$ cat config.mk
export PLATFORM = sky130hd
export DESIGN_NAME = bus_arbiter
export DESIGN_NICKNAME = d
export VERILOG_FILES = /design/src/rtl/bus_arbiter_pkg.sv /design/src/rtl/burst_counter.sv /design/src/rtl/bus_arbiter.sv
export SDC_FILE = /design/constraint.sdc
export NUM_CORES = 1
export LEC_CHECK = 0
export BUFFER_PORTS_ARGS = -buffer_cell sky130_fd_sc_hd__buf_2
export CORE_MARGIN = 5
export CORE_UTILIZATION = 52
export CTS_CLUSTER_SIZE = 10
export DETAILED_ROUTE_END_ITERATION = 6
export HOLD_SLACK_MARGIN = 0.06
export PLACE_DENSITY = 0.76
export SYNTH_ARGS = -nofsm -noshare
export SYNTH_HDL_FRONTEND = slang
export SYNTH_HIERARCHICAL = 1
export SYNTH_SLANG_ARGS = --single-unit
export TNS_END_PERCENT = 1
$ cat constraint.sdc
create_clock -name clk -period 3 [get_ports clk]
set_input_delay 0.15 -clock clk [delete_from_list [all_inputs] [get_ports clk]]
set_output_delay 0.15 -clock clk [all_outputs]
set_load 0.1 [all_outputs]
$ cat src/rtl/bus_arbiter_pkg.sv
// Shared encodings for the two-source bus arbiter: FSM state codes and source IDs.
package bus_arbiter_pkg;

  localparam logic [1:0] ST_IDLE = 2'd0;
  localparam logic [1:0] ST_OWN1 = 2'd1;
  localparam logic [1:0] ST_OWN2 = 2'd2;

  // A single bit is enough to record which source was served last.
  localparam logic SRC1 = 1'b0;
  localparam logic SRC2 = 1'b1;

endpackage

$ cat src/rtl/burst_counter.sv
// Per-grant transfer counter; wraps to zero on the terminal count, or when cleared.
module burst_counter
  import bus_arbiter_pkg::*;
#(
  parameter int BURST_LEN = 4,
  parameter int CNT_W     = 4
) (
  input  logic             clk,
  input  logic             reset,
  input  logic             inc,
  input  logic             clr,
  output logic [CNT_W-1:0] cnt,
  output logic             tc
);

  localparam logic [CNT_W-1:0] TC_VAL = CNT_W'(BURST_LEN - 1);

  logic [CNT_W-1:0] cnt_d;
  logic [CNT_W-1:0] cnt_q;

  assign tc  = (cnt_q == TC_VAL);
  assign cnt = cnt_q;

  always_comb begin
    cnt_d = cnt_q;
    if (clr) begin
      cnt_d = '0;
    end else if (inc) begin
      cnt_d = tc ? '0 : cnt_q + CNT_W'(1);
    end
  end

  always_ff @(posedge clk) begin
    if (reset) begin
      cnt_q <= '0;
    end else begin
      cnt_q <= cnt_d;
    end
  end

endmodule

$ cat src/rtl/bus_arbiter.sv
// Round-robin arbiter for a two-source shared bus with bounded bursts and direct handover.
module bus_arbiter
  import bus_arbiter_pkg::*;
#(
  parameter int BURST_LEN = 4,
  parameter int CNT_W     = 4
) (
  input  logic             clk,
  input  logic             reset,
  input  logic             req1,
  input  logic             req2,
  output logic             select,
  output logic             grant1,
  output logic             grant2,
  output logic             xfer1,
  output logic             xfer2,
  output logic [CNT_W-1:0] burst_cnt,
  output logic             busy
);

  logic [1:0] state_d, state_q;
  logic       last_d, last_q;
  logic       select_d, select_q;
  logic       grant1_q, grant2_q;
  logic       cnt_clr;
  logic       cnt_tc;

  assign xfer1  = grant1_q & req1;
  assign xfer2  = grant2_q & req2;
  assign select = select_q;
  assign grant1 = grant1_q;
  assign grant2 = grant2_q;
  assign busy   = grant1_q | grant2_q;

  burst_counter #(
    .BURST_LEN (BURST_LEN),
    .CNT_W     (CNT_W)
  ) u_burst_counter (
    .clk   (clk),
    .reset (reset),
    .inc   (xfer1 | xfer2),
    .clr   (cnt_clr),
    .cnt   (burst_cnt),
    .tc    (cnt_tc)
  );

  always_comb begin
    state_d = state_q;
    last_d  = last_q;
    cnt_clr = 1'b0;
    case (state_q)
      ST_IDLE: begin
        // Under contention the source not served last wins.
        if (req1 && (!req2 || last_q == SRC2)) begin
          state_d = ST_OWN1;
        end else if (req2) begin
          state_d = ST_OWN2;
        end
      end
      ST_OWN1: begin
        if (!req1) begin
          state_d = req2 ? ST_OWN2 : ST_IDLE;
          last_d  = SRC1;
          cnt_clr = 1'b1;
        end else if (cnt_tc && req2) begin
          state_d = ST_OWN2;
          last_d  = SRC1;
        end
      end
      ST_OWN2: begin
        if (!req2) begin
          state_d = req1 ? ST_OWN1 : ST_IDLE;
          last_d  = SRC2;
          cnt_clr = 1'b1;
        end else if (cnt_tc && req1) begin
          state_d = ST_OWN1;
          last_d  = SRC2;
        end
      end
      default: begin
        state_d = ST_IDLE;
      end
    endcase
  end

  // Select moves with the grants; in IDLE it holds so the buffer enables stay put.
  always_comb begin
    select_d = select_q;
    if (state_d == ST_OWN1) begin
      select_d = 1'b0;
    end else if (state_d == ST_OWN2) begin
      select_d = 1'b1;
    end
  end

  always_ff @(posedge clk) begin
    if (reset) begin
      state_q  <= ST_IDLE;
      last_q   <= SRC2;
      select_q <= 1'b0;
      grant1_q <= 1'b0;
      grant2_q <= 1'b0;
    end else begin
      state_q  <= state_d;
      last_q   <= last_d;
      select_q <= select_d;
      grant1_q <= (state_d == ST_OWN1);
      grant2_q <= (state_d == ST_OWN2);
    end
  end

endmodule

Word-level counts from Yosys, hierarchy flattened
Cells that the tools add are included.
Operators by class
  $add $sub $neg: 1
  eq/ne operators: 7
  multiplexer cells: 18
  bitwise gates (word level): 4
  reductions and logical operators: 10
Operators with widths (number)
  2-to-1 mux 2 bit: 7
  2-to-1 mux 1 bit: 7
  != test 3 bit (second input constant): 2
  one-hot mux 2 bit (3 select lines): 1
  adder 4 x 1 -> 4 bit (second input constant): 1
  equality test 2 x 1 -> 1 bit (second input constant): 2
  equality test 2 bit (second input constant): 2
  equality test 4 x 2 -> 1 bit (second input constant): 1
  2-to-1 mux 4 bit: 1
  one-hot mux 1 bit (2 select lines): 2
  OR reduction 2 bit: 2
  logical AND 1 bit: 3
  AND reduction 3 bit: 1
  AND 1 bit: 2
  logical NOT 2 bit: 1
  OR 1 bit: 2
  nonzero test 2 bit: 1
  logical NOT 1 bit: 1
  logical OR 1 bit: 1
Word-level totals
  register bits after elaboration: 10

Longest topological paths before layout
Gate-level depths: netlist (run 1).
  depth after elaboration: 7
  gate-level depth with buffers: 8
  gate-level depth less buffers: 8

Cells and area by module
Netlist (run 1), hierarchy kept.
By module, submodules not included
  bus_arbiter: times used 1, cells each 61, area each 486.7 um2, sequential area each 120.1 um2
  burst_counter: times used 1, cells each 18, area each 190.2 um2, sequential area each 80.1 um2

Least setup slack after synthesis (run 1)
OpenSTA, ideal clock, no wires.
  kind: reg-to-reg
  from: reg grant1_q, in the netlist grant1
  to: reg u_burst_counter.cnt_q[3], in the netlist u_burst_counter/cnt[3]
  library setup time: 67 ps
  arrival: 2526 ps
  required time: 2933 ps
  path slack: 407 ps
  cell stages (with the launch flop): 6
  buffers on the path: 0
  period minus slack after synthesis: 2593 ps
  path through: dfxtp_1 and2_1 or2_2 nand4_1 xor2_1 nor2_1
On the way
  longest elaborated chain between the ends: 2
Ends and longest elaborated chain
  start, declared: line bus_arbiter.sv:24  | logic grant1_q, grant2_q;
  start signal, assigned: line bus_arbiter.sv:107  | grant1_q <= (state_d == ST_OWN1);
  AND 1 bit: line bus_arbiter.sv:28  | assign xfer1 = grant1_q & req1;
  net xfer1: line bus_arbiter.sv:15  | output logic xfer1,
  OR 1 bit: line bus_arbiter.sv:41  | .inc (xfer1 | xfer2),
  end signal, assigned: line burst_counter.sv:37  | cnt_q <= cnt_d;
  end, declared: line burst_counter.sv:19  | logic [CNT_W-1:0] cnt_q;
The timed path passes the listed nets, and every way through them passes these cells.
A chain may end at the register's enable or synchronous reset.

Final worst setup path (run 1)
  from: reg u_burst_counter.cnt_q[0], in the netlist u_burst_counter/cnt[0]
  to: reg select_q, in the netlist select
On the way
  longest elaborated chain between the ends: 7
Ends and longest elaborated chain
  equality test 4 x 2 -> 1 bit (*): line burst_counter.sv:21  | assign tc = (cnt_q == TC_VAL);
  net cnt_tc: line bus_arbiter.sv:26  | logic cnt_tc;
  logical AND 1 bit, on equally long branches: line bus_arbiter.sv:75, bus_arbiter.sv:65
  2-to-1 mux 2 bit, on equally long branches: line bus_arbiter.sv:75, bus_arbiter.sv:65
  2-to-1 mux 2 bit, on equally long branches: line bus_arbiter.sv:71, bus_arbiter.sv:61
  one-hot mux 2 bit (3 select lines) (*): line bus_arbiter.sv:51  | case (state_q)
  equality test 2 x 1 -> 1 bit: line bus_arbiter.sv:89  | if (state_d == ST_OWN1) begin
  OR reduction 2 bit (no line)
  end signal, assigned: line bus_arbiter.sv:106  | select_q <= select_d;
  end, declared: line bus_arbiter.sv:23  | logic select_d, select_q;
Mark *: on every way through the listed nets, which the timed path passes. The rest lies on a longest branch.

==> results of run 1 <==
-- flip-flops by register name (all words and copies together), names as in the netlist --
| name | cells |
|---|---|
| grant1 | 1 |
| select | 1 |
| state_q | 2 |
| last_q | 1 |
| u_burst_counter/cnt | 4 |
| grant2 | 1 |
-- cells by family after synthesis --
group | after synthesis | synth area share [%]
compound gates | 19 | 21.4
xor+xnor | 3 | 3.88
fa+ha+maj | 5 | 9.24
buf+inv | 10 | 7.76
flops | 10 | 29.6
mux | 1 | 1.48
simple gates | 31 | 26.6
-- placed cells by master, fill, tap and decap left out, drive strengths merged --
| cell | instances |
|---|---|
| or2 | 2 |
| xnor2 | 1 |
| nor2b | 1 |
| o21ai | 6 |
| and2 | 5 |
| a22oi | 1 |
| nand3 | 3 |
| and2b | 1 |
| nand2 | 6 |
| dfxtp | 10 |
| nor3b | 1 |
| nor3 | 5 |
| mux2i | 1 |
| inv | 8 |
| buf | 13 |
| clkbuf | 3 |
| o311ai | 1 |
| nand4 | 1 |
| a21oi | 6 |
| xor2 | 2 |
| o21bai | 1 |
| o31ai | 3 |
| nor2 | 5 |
| nor4b | 1 |
| ha | 5 |
| o22ai | 1 |
-- worst paths after layout --
path | startpoint | end | cells past startpoint
setup / recovery | u_burst_counter/cnt[0]$_SDFFE_PP0P_ | select$_SDFFE_PP0N_ | 7
hold reg to reg | select$_SDFFE_PP0N_ | select$_SDFFE_PP0N_ | 2
setup reg to reg | u_burst_counter/cnt[0]$_SDFFE_PP0P_ | select$_SDFFE_PP0N_ | 7
hold / removal | reset | u_burst_counter/cnt[1]$_SDFFE_PP0P_ | 2
-- power breakdown --
group / total [uW] / leakage, uW / switching [uW] / internal, uW
sequential: 168 / 0.0000817 / 16.9 / 151
clock: 89.2 / 0.0000138 / 43.0 / 46.2
combinational: 257 / 0.000251 / 193 / 63.3
total: 514 / 0.000346 / 253 / 260
-- routing by layer --
metal,global-route usage [%],vias up
met5,0,-
met1,21.2,268
met2,22.8,18
met4,9.66,0
met3,4.30,6
li1,-,303
-- area by class of cell --
type / instances / area, um^2
Inverter: 8 / 30.0
Fill cell: 113 / 508
Timing Repair Buffer: 13 / 65.1
Clock buffer: 3 / 22.5
Multi-Input combinational cell: 59 / 424
Sequential cell: 10 / 200
Tap cell: 15 / 18.8
-- stage by stage --
step / cell area (um^2) / total power (uW) / cells / setup WS, ns / hold WS [ns]
3_5_place_dp: 738 / 427 / 105 / 1.18 / 0.460
2_1_floorplan: 677 / 389 / 79 / 0.407 / 0.225
4_1_cts: 761 / 517 / 108 / 1.16 / 0.184
3_3_place_gp: 738 / 423 / 105 / 1.26 / 0.456
6_report: 761 / 514 / 108 / 1.18 / 0.187
5_1_grt: 761 / 545 / 108 / 0.930 / 0.207
==> flow_summary.ini, run 1 <==
[synthesis]
dominantRegCellSynth = dfxtp_1
synth_top_area_share_pct = 29.6
syn_area_um2 = 677
syn_area_per_cell_um2 = 8.57
synth_area_leaders = dfxtp_1, ha_1, inv_1
syn-num-nets = 88
syn_inst = 79
ys_seq_area_share_pct = 29.6
yosys_warnings = 6
yosys-top-cells-count = dfxtp_1, inv_1, ha_1, nand2_1, nor2_1
synth_enable_flop_cells = 0
synth_most_common_cell = dfxtp_1
yosysUniqueCellTypes = 34
ys_seq_elements = 10
async_reset_ff_share_pct = 0
synth_top_area_cell = dfxtp_1

[grt]
grt_max_degree = 11
grt_pass1_vias = 570
gr-total-overflow = 0
grt_pass1_wl_um = 2460
grtUsageTotal_pct = 16.0
antenna_found_initial = 0

[clock_network]
ctsHoldBuffers = 0
cts.repair.resized = 0
clock-root-buffer = clkbuf_4
insertion_delay_ns = 0.26
cts_tree = done
post_cts_buffers = 0
path_clk_slew_ns = 0.06
clockBufferDepth = 2
clock-sinks = 10
cts_max_level = 1
cts_inserted_buffers = 3

[timing]
rsz0062_at_grt = false
fin_worst_skew_ns = 0.00210
finalSetupViolCount = 0
worst_pin_slew_ns = 0.488
hold_viol_final = 0
relSlewSlack_pct = 67.7
finalCritPeriodShare_pct = 60.8
fmax_mhz = 548
slew_viol_final = 0
min_period_ns = 1.82
setup_tns_ns = 0

[route]
drt_wl_total_um = 1360
viasPerCell = 5.51
wl_per_cell_um = 12.6
met2WireLength_um = 559
top_layer_used = met4
antenna_left = 0
wl_met1_um = 686
vias = 595
wl_met3_um = 76
first_pass_iters = 4
remaining_drc_errors = 0
drt_iter0_markers = 5

[die]
rows = 13
die_h_um = 46.1
dieArea_um2 = 2120
ios = 14
chipWidth_um = 46.1
start_util_pct = 53.4
coreArea_um2 = 1270

[placed_design]
gp_congestion = 0.740
hpwl_um = 1030
io_buffer_count = 13

[critical_path]
crit_chain = ha_1, nor3b_1, and2b_4, a21oi_2, a21oi_2, o21ai_0, o31ai_1
startpoint_type = flop
endpoint_kind = flop
cp.arrival_ns = 1.96
critPathTopFamily = simple AND/OR/NAND/NOR gates
crit_type = reg -> reg
ff2ff_setup_slack_ns = 1.18
cp.required_ns = 3.14
cpPeakStageDelay_ns = 0.38
crit_path_top_delay_cell = dfxtp_1
crit_fanout = 4
critPathBufInv = 0
crit_top_cell = a21oi_2

[pwr]
peakVddDrop_v = 0.000459
power_leakage_uw = 0.000346
power_density_nw_per_um2 = 675

[final_layout]
nNetsFinal = 104
area_delta_synth_final_pct = 12.4
post-route-util_pct = 60.0
diodes = 0
drive_gt1_share_pct = 32.3

[hold_path]
hp-class = in -> reg

[status]
run_status = finished, final reports clean

[run]
max_cap_violations = 0
(Power assumes the default switching activity.)
==> run 2: changes to the inputs <==
Settings changed: ABC_AREA set to 1, CORE_UTILIZATION 52 to 51, PLACE_DENSITY 0.76 to 0.75.
Clock period 3 ns to 1.72 ns, I/O delays scaled along.
==> run 2 against run 1 <==
Power increased by 50%. Die area about the same. First-iteration DRC count increased by 140%. Worst setup slack got worse by 0.96 ns. Cell count increased by 15%. Largest cell class unchanged. Clock power increased by 72%. Via count increased by 0.67%. Flip-flop and latch count unchanged. Final area decreased by 0.66%. Synthesized area decreased by 1.8%.
==> flow_summary.ini, run 2 <==
[placed_design]
io_buffer_count = 13
gp_congestion = 0.865
dpl_worst_slack_ns = 0.180
place_inst = 121
hpwl_um = 1040

[route]
remaining_drc_errors = 0
vias = 599
drt_wl_total_um = 1250
drt_iter0_markers = 12
antenna_left = 0
viasPerCell = 4.83
wl_per_cell_um = 10.0
first_pass_iters = 4

[timing]
finalSetupViolCount = 0
setup_ws_ns = 0.221
relSlewSlack_pct = 67.4
worst_pin_slew_ns = 0.493
fmax_mhz = 667
rsz0062_at_grt = false
hold_viol_final = 0
slew_viol_final = 0
timing.hold.ws_ns = 0.0727
finalCritPeriodShare_pct = 87.1
min_period_ns = 1.50
fin_worst_skew_ns = 0.00658

[grt]
grt_pass1_vias = 525
grt_max_degree = 11
gr-total-overflow = 0
antenna_found_initial = 0
grtUsageTotal_pct = 14.6
grt_pass1_wl_um = 2190

[pwr]
peakVddDrop_v = 0.000631
power_leakage_uw = 0.000390
power_density_nw_per_um2 = 1020
power_uw = 771

[die]
ios = 14
coreArea_um2 = 1270
rows = 13
die_h_um = 46.1
dieArea_um2 = 2120
chipWidth_um = 46.1
start_util_pct = 52.4

[critical_path]
ff2ff_setup_slack_ns = 0.22
cp.arrival_ns = 1.69
cp.required_ns = 1.91
startpoint_type = flop
r2r-end = select$_SDFFE_PP0N_
crit_fanout = 4
crit_type = reg -> reg
r2r_cells = 9
regToRegStartpoint = u_burst_counter/cnt[0]$_SDFFE_PP0P_
endpoint_kind = flop

[clock_network]
cts_inserted_buffers = 3
cts.repair.resized = 0
ctsHoldBuffers = 0
clock-root-buffer = clkbuf_4
post_cts_buffers = 0
insertion_delay_ns = 0.26
path_clk_slew_ns = 0.06
cts_tree = done
cts_max_level = 1
clockBufferDepth = 2
clock-sinks = 10

[hold_path]
min_to = state_q[0]$_SDFF_PP0_
hp-class = in -> reg
min-delay-start = reset
whs_path_depth = 2

[final_layout]
final_common_cell = nand2_1
area_delta_synth_final_pct = 13.7
drive_gt1_share_pct = 30.3
nNetsFinal = 120
diodes = 0
final_cell_mix = nand2_1, inv_1, nor2_1, buf_2, dfxtp_2
stdcell_count = 124
largest_reg_flops = 4

[synthesis]
syn-num-nets = 104
synth_most_common_cell = nand2_1
syn_inst = 95
synth_top_area_cell = dfxtp_1
yosysUniqueCellTypes = 23
dominantRegCellSynth = dfxtp_1
syn_area_per_cell_um2 = 6.99
syn_area_um2 = 664
ys_seq_elements = 10
ys_seq_area_share_pct = 30.1
synth_top_area_share_pct = 30.1
yosys-top-cells-count = nand2_1, inv_1, nor2_1
yosys_warnings = 6
synth_area_leaders = dfxtp_1, nand2_1, ha_1
async_reset_ff_share_pct = 0
synth_enable_flop_cells = 0

[run]
max_cap_violations = 0

[status]
run_status = finished, final reports clean
## run 2: logic make-up (layout without fill, tap and decap cells)
| logic type | Yosys count | count (layout) | synth area share [%] |
|---|---|---|---|
| adder cells (fa/ha/maj) | 5 | 5 | 9.42 |
| buffers and inverters | 18 | 32 | 12.4 |
| flip-flops | 10 | 10 | 30.1 |
| AND/OR/NAND/NOR | 52 | 52 | 37.7 |
| AO/OA/AOI/OAI | 8 | 8 | 7.72 |
| XOR/XNOR | 2 | 2 | 2.64 |
## run 2: report_power, final
part           internal, uW  switching (uW)
Sequential              258            21.1
Clock                  80.4            72.3
Combinational          73.4             266
## run 2: layout make-up
type / count / area (um^2)
multi-input cells: 67 / 382
flip-flops and latches: 10 / 208
inverters: 16 / 60.1
well taps: 15 / 18.8
fillers: 122 / 513
repair buffers: 13 / 65.1
clock buffers: 3 / 22.5
## run 2: worst max path at each step
stage / start / endpoint / slack, ns / depth (start not counted)
2_1_floorplan: grant2$_SDFF_PP0_ / xfer2 / -0.09 / 2
6_report: u_burst_counter/cnt[0]$_SDFFE_PP0P_ / select$_SDFFE_PP0N_ / 0.22 / 9
4_1_cts: state_q[0]$_SDFF_PP0_ / u_burst_counter/cnt[1]$_SDFFE_PP0P_ / 0.17 / 8
3_3_place_gp: state_q[0]$_SDFF_PP0_ / u_burst_counter/cnt[1]$_SDFFE_PP0P_ / 0.20 / 8
3_5_place_dp: state_q[0]$_SDFF_PP0_ / u_burst_counter/cnt[1]$_SDFFE_PP0P_ / 0.18 / 8
5_1_grt: state_q[1]$_SDFF_PP0_ / u_burst_counter/cnt[1]$_SDFFE_PP0P_ / 0.04 / 8
## run 2: per-layer routing
metal | vias to the layer above | track usage, % | part of all wire, %
li1 | 328 | - | -
met1 | 259 | 16.9 | 43
met2 | 12 | 24.2 | 51
met3 | 0 | 7.81 | 6.7
met4 | 0 | 1.70 | 0
met5 | - | 0 | 0
## run 2: per-stage QoR
| step | setup TNS, ns | area [um^2] | util [%] |
|---|---|---|---|
| 6_report | 0 | 756 | 59.6 |
| 5_1_grt | 0 | 756 | 59.6 |
| 3_5_place_dp | 0 | 732 | 57.7 |
| 3_3_place_gp | 0 | 732 | 57.7 |
| 4_1_cts | 0 | 754 | 59.5 |
| 2_1_floorplan | -0.138 | 671 | - |
## run 2: critical path: stages, from the launching register on
cell,delay [ns]
dfxtp_2,0.37
ha_1,0.20
nand2_1,0.07
nor2_1,0.16
nand2_1,0.11
nand4_1,0.10
nand2_2,0.07
nor2_4,0.14
nand3_2,0.09
a21oi_2,0.13
